`src/rtl/rf_pkg.sv`:
```
// Shared register-file definitions: FSM states, default sizing and address qualification.
// Decode and writeback import the same defaults so all three agree on the file geometry.
package rf_pkg;

  localparam int RF_XLEN  = 32;
  localparam int RF_NREGS = 32;
  localparam int RF_NREAD = 2;

  typedef enum logic [0:0] {
    ST_CLEAR = 1'b0,
    ST_RUN   = 1'b1
  } rf_state_e;

  // x0 is hardwired zero, so any access to address 0 is not a live register.
  function automatic logic rf_live(input int unsigned addr);
    return (addr != 32'd0);
  endfunction

endpackage

```
`src/rtl/reg_file_mp_if.sv`:
```
// Decode/writeback-facing bus of the multi-port register file.
interface reg_file_mp_if
  import rf_pkg::*;
#(
  parameter int XLEN  = RF_XLEN,
  parameter int NREGS = RF_NREGS,
  parameter int NREAD = RF_NREAD
) ();

  localparam int AW = $clog2(NREGS);

  logic                           wen;
  logic [AW-1:0]                  addr_w;
  logic [XLEN-1:0]                din;
  logic [NREAD-1:0][AW-1:0]       rd_addr;
  logic [NREAD-1:0][XLEN-1:0]     rd_data;
  logic [NREAD-1:0]               rd_pend;
  logic                           set_en;
  logic [AW-1:0]                  set_addr;
  logic                           ready;

  modport master (
    output wen, addr_w, din, rd_addr, set_en, set_addr,
    input  rd_data, rd_pend, ready
  );

  modport slave (
    input  wen, addr_w, din, rd_addr, set_en, set_addr,
    output rd_data, rd_pend, ready
  );

endinterface

```
`src/rtl/rf_read_port.sv`:
```
// One read port: zero register, same-cycle writeback bypass, then stored value and pending bit.
module rf_read_port
  import rf_pkg::*;
#(
  parameter int XLEN = RF_XLEN,
  parameter int AW   = $clog2(RF_NREGS)
) (
  input  logic            run,
  input  logic [AW-1:0]   rd_addr,
  input  logic            wen,
  input  logic [AW-1:0]   addr_w,
  input  logic [XLEN-1:0] din,
  input  logic [XLEN-1:0] reg_val,
  input  logic            pend_val,
  output logic [XLEN-1:0] rd_data,
  output logic            rd_pend
);

  // The bypassed write retires its producer, so a bypassed read is never pending.
  always_comb begin
    rd_data = '0;
    rd_pend = 1'b0;
    if (!run || !rf_live(32'(rd_addr))) begin
      rd_data = '0;
      rd_pend = 1'b0;
    end else if (wen && (addr_w == rd_addr)) begin
      rd_data = din;
      rd_pend = 1'b0;
    end else begin
      rd_data = reg_val;
      rd_pend = pend_val;
    end
  end

endmodule

```
`src/rtl/reg_file_mp.sv`:
```
// Multi-read-port integer register file with bypass and pending scoreboard.
// Storage has no reset; a post-reset sequencer walks x1..x(NREGS-1) writing zero.
module reg_file_mp
  import rf_pkg::*;
#(
  parameter int XLEN  = RF_XLEN,
  parameter int NREGS = RF_NREGS,
  parameter int NREAD = RF_NREAD
) (
  input logic          clk,
  input logic          rst,
  reg_file_mp_if.slave bus
);

  localparam int AW = $clog2(NREGS);
  localparam logic [AW-1:0] FIRST_IDX = AW'(1);
  localparam logic [AW-1:0] LAST_IDX  = AW'(NREGS - 1);

  rf_state_e                  state_r;
  rf_state_e                  state_s;
  logic [AW-1:0]              idx_r;
  logic                       ready_r;
  logic [XLEN-1:0]            regs_r [NREGS];
  logic [NREGS-1:0]           pend_r;
  logic                       run_s;
  logic                       clr_we_s;
  logic                       run_we_s;
  logic                       run_set_s;
  logic [NREAD-1:0][XLEN-1:0] rd_data_s;
  logic [NREAD-1:0]           rd_pend_s;

  assign run_s     = (state_r == ST_RUN);
  assign clr_we_s  = !rst && !run_s;
  assign run_we_s  = !rst && run_s && bus.wen && rf_live(32'(bus.addr_w));
  assign run_set_s = !rst && run_s && bus.set_en && rf_live(32'(bus.set_addr));

  // FSM state register
  always_ff @(posedge clk) begin
    if (rst) state_r <= ST_CLEAR;
    else     state_r <= state_s;
  end

  // FSM next state: leave CLEAR once the last register is being zeroed
  always_comb begin
    state_s = state_r;
    case (state_r)
      ST_CLEAR: begin
        if (idx_r == LAST_IDX) state_s = ST_RUN;
        else                   state_s = ST_CLEAR;
      end
      ST_RUN:  state_s = ST_RUN;
      default: state_s = ST_CLEAR;
    endcase
  end

  // Clear index; parks at the last entry instead of wrapping
  always_ff @(posedge clk) begin
    if (rst)                                          idx_r <= FIRST_IDX;
    else if ((state_r == ST_CLEAR) && (idx_r != LAST_IDX)) idx_r <= idx_r + AW'(1);
    else                                              idx_r <= idx_r;
  end

  // Ready flag, rises on the edge that enters RUN
  always_ff @(posedge clk) begin
    if (rst) ready_r <= 1'b0;
    else     ready_r <= (state_s == ST_RUN);
  end

  // Storage array: zeroed by the sequencer, written by writeback in RUN
  always_ff @(posedge clk) begin
    if (clr_we_s)      regs_r[idx_r]      <= '0;
    else if (run_we_s) regs_r[bus.addr_w] <= bus.din;
  end

  // Pending scoreboard; issue is applied after writeback so a same-address set wins
  always_ff @(posedge clk) begin
    if (rst) begin
      pend_r <= '0;
    end else begin
      if (run_we_s)  pend_r[bus.addr_w]   <= 1'b0;
      if (run_set_s) pend_r[bus.set_addr] <= 1'b1;
    end
  end

  for (genvar p = 0; p < NREAD; p++) begin : g_rd
    rf_read_port #(.XLEN(XLEN), .AW(AW)) u_port (
      .run      (run_s),
      .rd_addr  (bus.rd_addr[p]),
      .wen      (bus.wen),
      .addr_w   (bus.addr_w),
      .din      (bus.din),
      .reg_val  (regs_r[bus.rd_addr[p]]),
      .pend_val (pend_r[bus.rd_addr[p]]),
      .rd_data  (rd_data_s[p]),
      .rd_pend  (rd_pend_s[p])
    );
  end

  assign bus.rd_data = rd_data_s;
  assign bus.rd_pend = rd_pend_s;
  assign bus.ready   = ready_r;

endmodule

```
`src/flat_wrapper.sv`:
```
// flat-port wrapper written by rule: the top's interface ports become plain ports
module reg_file_mp_flat import rf_pkg::*;
#(
  parameter int XLEN  = RF_XLEN,
  parameter int NREGS = RF_NREGS,
  parameter int NREAD = RF_NREAD
)
  (clk, rst, bus_wen, bus_addr_w, bus_din, bus_rd_addr, bus_set_en, bus_set_addr, bus_rd_data, bus_rd_pend, bus_ready);
  reg_file_mp_if #(.XLEN(XLEN), .NREGS(NREGS), .NREAD(NREAD)) bus_i ();
  input logic clk;
  input logic rst;
  input wire logic [$bits(bus_i.wen)-1:0] bus_wen;
  input wire logic [$bits(bus_i.addr_w)-1:0] bus_addr_w;
  input wire logic [$bits(bus_i.din)-1:0] bus_din;
  input wire logic [$bits(bus_i.rd_addr)-1:0] bus_rd_addr;
  input wire logic [$bits(bus_i.set_en)-1:0] bus_set_en;
  input wire logic [$bits(bus_i.set_addr)-1:0] bus_set_addr;
  output wire logic [$bits(bus_i.rd_data)-1:0] bus_rd_data;
  output wire logic [$bits(bus_i.rd_pend)-1:0] bus_rd_pend;
  output wire logic [$bits(bus_i.ready)-1:0] bus_ready;
  assign bus_i.wen = bus_wen;
  assign bus_i.addr_w = bus_addr_w;
  assign bus_i.din = bus_din;
  assign bus_i.rd_addr = bus_rd_addr;
  assign bus_i.set_en = bus_set_en;
  assign bus_i.set_addr = bus_set_addr;
  assign bus_rd_data = bus_i.rd_data;
  assign bus_rd_pend = bus_i.rd_pend;
  assign bus_ready = bus_i.ready;
  reg_file_mp #(.XLEN(XLEN), .NREGS(NREGS), .NREAD(NREAD)) u_core (.clk(clk), .rst(rst), .bus(bus_i));
endmodule
```
`config.mk`:
```
export PLATFORM = sky130hd
export DESIGN_NAME = reg_file_mp_flat
export DESIGN_NICKNAME = d
export VERILOG_FILES = /design/src/rtl/rf_pkg.sv /design/src/rtl/reg_file_mp_if.sv /design/src/rtl/rf_read_port.sv /design/src/rtl/reg_file_mp.sv /design/src/flat_wrapper.sv
export SDC_FILE = /design/constraint.sdc
export NUM_CORES = 1
export LEC_CHECK = 0
export ABC_CLOCK_PERIOD_IN_PS = 6770
export CORE_AREA = 2 2 278 555
export CTS_BUF_LIST = sky130_fd_sc_hd__clkbuf_8
export CTS_CLUSTER_SIZE = 16
export DETAILED_ROUTE_END_ITERATION = 12
export DIE_AREA = 0 0 280 557
export PLACE_DENSITY_LB_ADDON = 0.08
export SYNTH_ARGS = -nofsm -noshare
export SYNTH_HDL_FRONTEND = slang
export SYNTH_HIERARCHICAL = 1
export SYNTH_SLANG_ARGS = --single-unit
```
`constraint.sdc`:
```
create_clock -name clk -period 6.77 [get_ports clk]
set_input_delay 1.354 -clock clk [delete_from_list [all_inputs] [get_ports clk]]
set_output_delay 1.354 -clock clk [all_outputs]
set_load 0.1 [all_outputs]
```
==> Yosys cells after proc, flatten, opt, wreduce, memory -nomap -nowiden <==
Memories as Yosys holds them, arrays and structs flattened.
Index checks and enable logic that the tools add are counted.
{ "word_totals": {"out_inout_bits": 67, "ram_bits": 1024, "latchBits": 0, "romBits": 0, "memories": 1, "in_bits": 56, "wordCells": 70, "regBits": 38} }
{ "classes": {"shifts": 0, "mux": 29, "n_div": 0, "n_reduce_logical": 22, "add_sub_neg": 1, "n_mul": 0, "n_eq_ne": 4, "order_cmp": 6, "bitwise_logic": 4} }
{ "mem_list": {"columns": ["name", "words", "word_bits", "rd", "rd_clocked_by_memory_dff", "write_ports", "line_no", "text"], "rows": [
  ["u_core.regs_r", 32, 32, 2, 0, 1, "reg_file_mp.sv:23", "logic [XLEN-1:0] regs_r [NREGS];"]
]} }
{ "op_table": {"columns": ["cell", "n"], "rows": [
  ["two-way mux 32 bit", 8],
  ["AND 32 bit", 1],
  ["NOT 32 bit", 1],
  ["bitwise OR 32 bit", 1],
  ["OR reduction 32 bit", 1],
  ["< comparator 5 x 6 -> 1 bit (second input constant)", 4],
  ["nonzero test 5 bit", 4],
  ["two-way mux 1 bit", 15],
  ["logical AND 1 bit", 11],
  ["binary-select mux 1 bit (select 5 bit)", 2],
  ["demux 1 bit (select 5 bit)", 2],
  ["equality test 5 bit", 2],
  ["greater-or-equal comparator 5 x 1 -> 1 bit (second input constant)", 2],
  ["adder 5 x 1 -> 5 bit (second input constant)", 1],
  ["equality test 5 bit (second input constant)", 1],
  ["two-way mux 5 bit", 1],
  ["!= test 5 bit (second input constant)", 1],
  ["zero test 1 bit", 4],
  ["logical OR 1 bit", 2],
  ["case mux 1 bit (2 select lines)", 1],
  ["NOT 1 bit", 1]
]} }

==> Depth between registers and ports, before layout <==
Gate-level depths: netlist of the first run.
{ "depth": {"ltp_word": 10, "ltp_mapped": 10, "ltp_nobuf": 7} }

==> Hierarchy <==
Netlist of the first run, hierarchy kept.
{ "by_module_without_submodules": {"columns": ["mod", "area_per_inst_um2", "seq_area_each_um2", "cells_each", "instances"], "rows": [
  ["reg_file_mp", 51445.6, 31510.2, 3721, 1],
  ["rf_read_port", 669.4, 0.0, 125, 2]
]} }

==> Worst setup path after synthesis of the first run <==
OpenSTA, ideal clock, no wires.
{ "synth_timing": {"path_kind": "input -> output", "from": "input port bus_rd_addr[1]", "to": "output port bus_rd_data[0]", "stages": 10, "required_time_ns": 5.416, "t_arrival_ns": 4.504, "slack_ns": 0.912, "path_cell_list": "buf_4 buf_6 buf_6 buf_4 mux2i_1 a22oi_1 nand3_1 nand3_1 nand2_1 o21ai_0"} }
{ "synth_via": {"elab_chain_cells": 4} }
{ "synth_lines": {"columns": ["element", "line_no", "text"], "rows": [
  ["start, declared", "flat_wrapper.sv:15", "input wire logic [$bits(bus_i.rd_addr)-1:0] bus_rd_addr;"],
  ["parallel branches: the longest is 3 deep, another holds memory read (32 x 32 bit)", null, null],
  ["two-way mux 32 bit *", "rf_read_port.sv:23", "if (!run || !rf_live(32'(rd_addr))) begin"],
  ["end, declared", "flat_wrapper.sv:18", "output wire logic [$bits(bus_i.rd_data)-1:0] bus_rd_data;"]
]} }
Every way passes the cells marked *.

==> Worst setup path after layout of the first run <==
{ "layout_timing": {"from": "input port bus_rd_addr[0]", "to": "output port bus_rd_data[16]"} }
Same word-level chain as after synthesis.

==> results of run 1 <==
-- cells in the final DEF, fill, tap and decap left out, types with 36 or more instances in the layout --
cell,n
mux2i_1,1057
edfxtp_1,1024
a22oi_1,199
clkdlybuf4s50_1,54
buf_12,51
clkbuf_8,170
a22o_1,132
o21ai_0,54
dfxtp_1,38
a21oi_1,213
a31oi_1,66
o21ai_1,58
nor2_4,36
nand2_1,287
inv_1,57
nor3_1,68
buf_4,186
nand3_1,203
nand4_1,67
-- stage by stage --
step / hold slack [ps] / util [%] / setup WS, ps
2_1_floorplan: 458.7 / - / 911.6
3_3_place_gp: 470.1 / 37.21 / 710.5
6_report: 486.5 / 39.20 / 654.7
4_1_cts: 485.3 / 39.19 / 698.7
5_1_grt: 507.8 / 39.20 / 564.8
3_5_place_dp: 472.6 / 37.21 / 718.5
-- flip-flops by register name (all words and copies together) (netlist names) --
register and flops:
u_core/regs_r 1024, u_core/pend_r 32, u_core/idx_r 5, u_core/bus.ready 1
-- worst register-to-register path, cell delays in order, from the launching register on --
cell      delay [ps]
dfxtp_1          480
nand3b_2         260
a21oi_4           60
buf_4            360
nand2b_4         270
o31a_1           400
nor2_4           630
buf_4            760
-- path summary, 6_finish.rpt --
kind	start	cells after the start	endpoint
setup / recovery	bus_rd_addr[0]	11	bus_rd_data[16]
hold / removal	u_core/pend_r[0]	1	u_core/pend_r[0]
setup reg to reg	u_core/bus.ready	7	u_core/regs_r[22][17]
hold reg to reg	u_core/pend_r[0]	1	u_core/pend_r[0]
-- layer usage --
layer | vias up | track usage [%]
met5 | - | 0
met4 | 0 | 9.504
met3 | 356 | 3.495
met2 | 1249 | 44.27
met1 | 19190 | 32.50
li1 | 15800 | -
-- area by class of cell --
cell class	instances	area, um^2	area share, %
repair buffers	293	2988	5.010
clock inverters	125	680.7	1.141
inverters	3	11.26	0.01888
well taps	1947	2436	4.085
clock buffers	170	2340	3.923
flip-flops and latches	1062	31510	52.83
multi-input cells	2594	19660	32.97
diodes	4	10.01	0.01678
-- where the power goes --
group | switching [mW] | internal (mW)
logic | 0.860 | 0.422
clock network | 2.68 | 2.47
registers | 0.0303 | 7.17
total | 3.57 | 10.1
-- cell families (layout without fill, tap and decap cells) --
logic type | after synthesis | in the layout | synth area share (%)
AND/OR/NAND/NOR | 783 | 783 | 7.135
adder cells (fa/ha/maj) | 2 | 2 | 0.04740
multiplexers | 1058 | 1058 | 20.07
AO/OA/AOI/OAI | 738 | 738 | 9.154
flip-flops | 1062 | 1062 | 59.70
XOR/XNOR | 13 | 13 | 0.2157
other | 0 | 4 | 0
buffers and inverters | 315 | 591 | 3.686
==> impl_metrics.ini, run 1 <==
[yosys]
synth_cells = 3971
synth_top_cell_by_area = edfxtp_1
synth_seq_cells = 1062
syn_nets = 4029
synth_top_area_share_pct = 58.25
synthArstFlopShare_pct = 0
syn_area_per_cell_um2 = 13.29
synth_edf_count = 1024
synth_area_leaders = edfxtp_1 58%, mux2i_1 20%, a22oi_1 2.8%, a22o_1 2.2%, nand2_1 2.1%
seq_area_frac_synth_pct = 59.70
synthTopCellsByCount = 1,057 x mux2i_1, 1,024 x edfxtp_1, 289 x nand2_1
yosysWarnings = 6
yosysMostFrequentCell = mux2i_1
synth.cell_area_um2 = 52780
synth.distinct_cells = 58
yosys_most_used_dff = edfxtp_1

[floorplan]
core_area_um2 = 152100
die_h_um = 557
io_pins = 123
dieArea_um2 = 156000
initial_utilization_pct = 34.69
die_w_um = 280
num_rows = 203

[critical_path]
worstPathArrival_ps = 4760
critPathTopFamily = buffers and inverters
startpoint_type = input port
path_cells = clkdlybuf4s50_1, nor2_4, buf_4, buf_4, a22o_1, nor3_1, a31oi_1, nand3_1, nand2_1, o21ai_1, buf_4
cp_data_required_time_ps = 5420
worstSetupPathType = in2out
crit_fanout = 18
cp_common_cell = buf_4
path_buf_inv = 4
cp_slowest_stage_delay_ps = 930
crit_slowest_cell = nor2_4
rrSetupSlack_ps = 3030
endpoint_kind = output pin

[clock_network]
clk_pin_slew_worst_paths_ps = 60
clockRootBuffer = clkbuf_8
cts_resized = 0
cts_sinks = 1062
htree_levels = 4
cts_buffer_depth = 3
post_cts_buffers = 0
clock_latency_ps = 920
cts_hold_buf = 0
cts_tree = built
cts_buffers = 169

[drt]
met2_length_um = 101200
dr_wl_met3_um = 9772
vias_per_cell = 5.905
highest_layer = met4
dr.pass1.iters = 5
ant_nets = 0
totalWireLength_um = 203200
vias = 36600
drc = 0
routedWlPerCell_um = 32.78
drt-met1-wl_um = 84770
drt_iter0_drc = 2913

[timing]
fin_skew_ps = 35.74
timing.fmax_mhz = 163.5
maxSlewViolCount = 0
setup_tns_ps = 0
worst_pin_slew_ps = 1295
finalHoldViolations = 0
min_period_ps = 6115
maxSlewHeadroom_pct = 13.69
fin_crit_sh_pct = 90.33
rsz0062_at_grt = no
finalSetupViolCount = 0

[power]
vdd_drop_max_mv = 0.1224
p_leak_nw = 20.79
power.total_mw = 13.64
power_per_cell_area_nw_per_um2 = 228.7

[global_route]
grt_pass1_vias = 37020
gr-total-overflow = 0
grt_max_degree = 84
antenna_found_initial = 3
grt_pass1_wl_um = 282100
grtUsageTotal_pct = 25.62

[placed_design]
placed_cell_area_um2 = 56610
dp_hpwl_um = 113500
place_congestion = 0.7917
dp.cells = 5899
portBuffers = 122

[outcome]
status = completed

[cells_and_area]
nFillCells = 14370
drive_above_1_share_pct = 12.20
design_area_um2 = 59640
nNetsFinal = 4181
final_cells = 6198
synthToLayoutAreaGrowth_pct = 12.99

[hold_path]
hp-class = reg2reg

[job]
cap_viol_max_count = 0
Power figures use the tool's default switching activity.
==> run 2: changes to the inputs <==
Settings changed: HOLD_SLACK_MARGIN set to 0.05.
==> results of run 2 <==
Same layout as run 1: the final DEF is identical, and so are final timing and power.
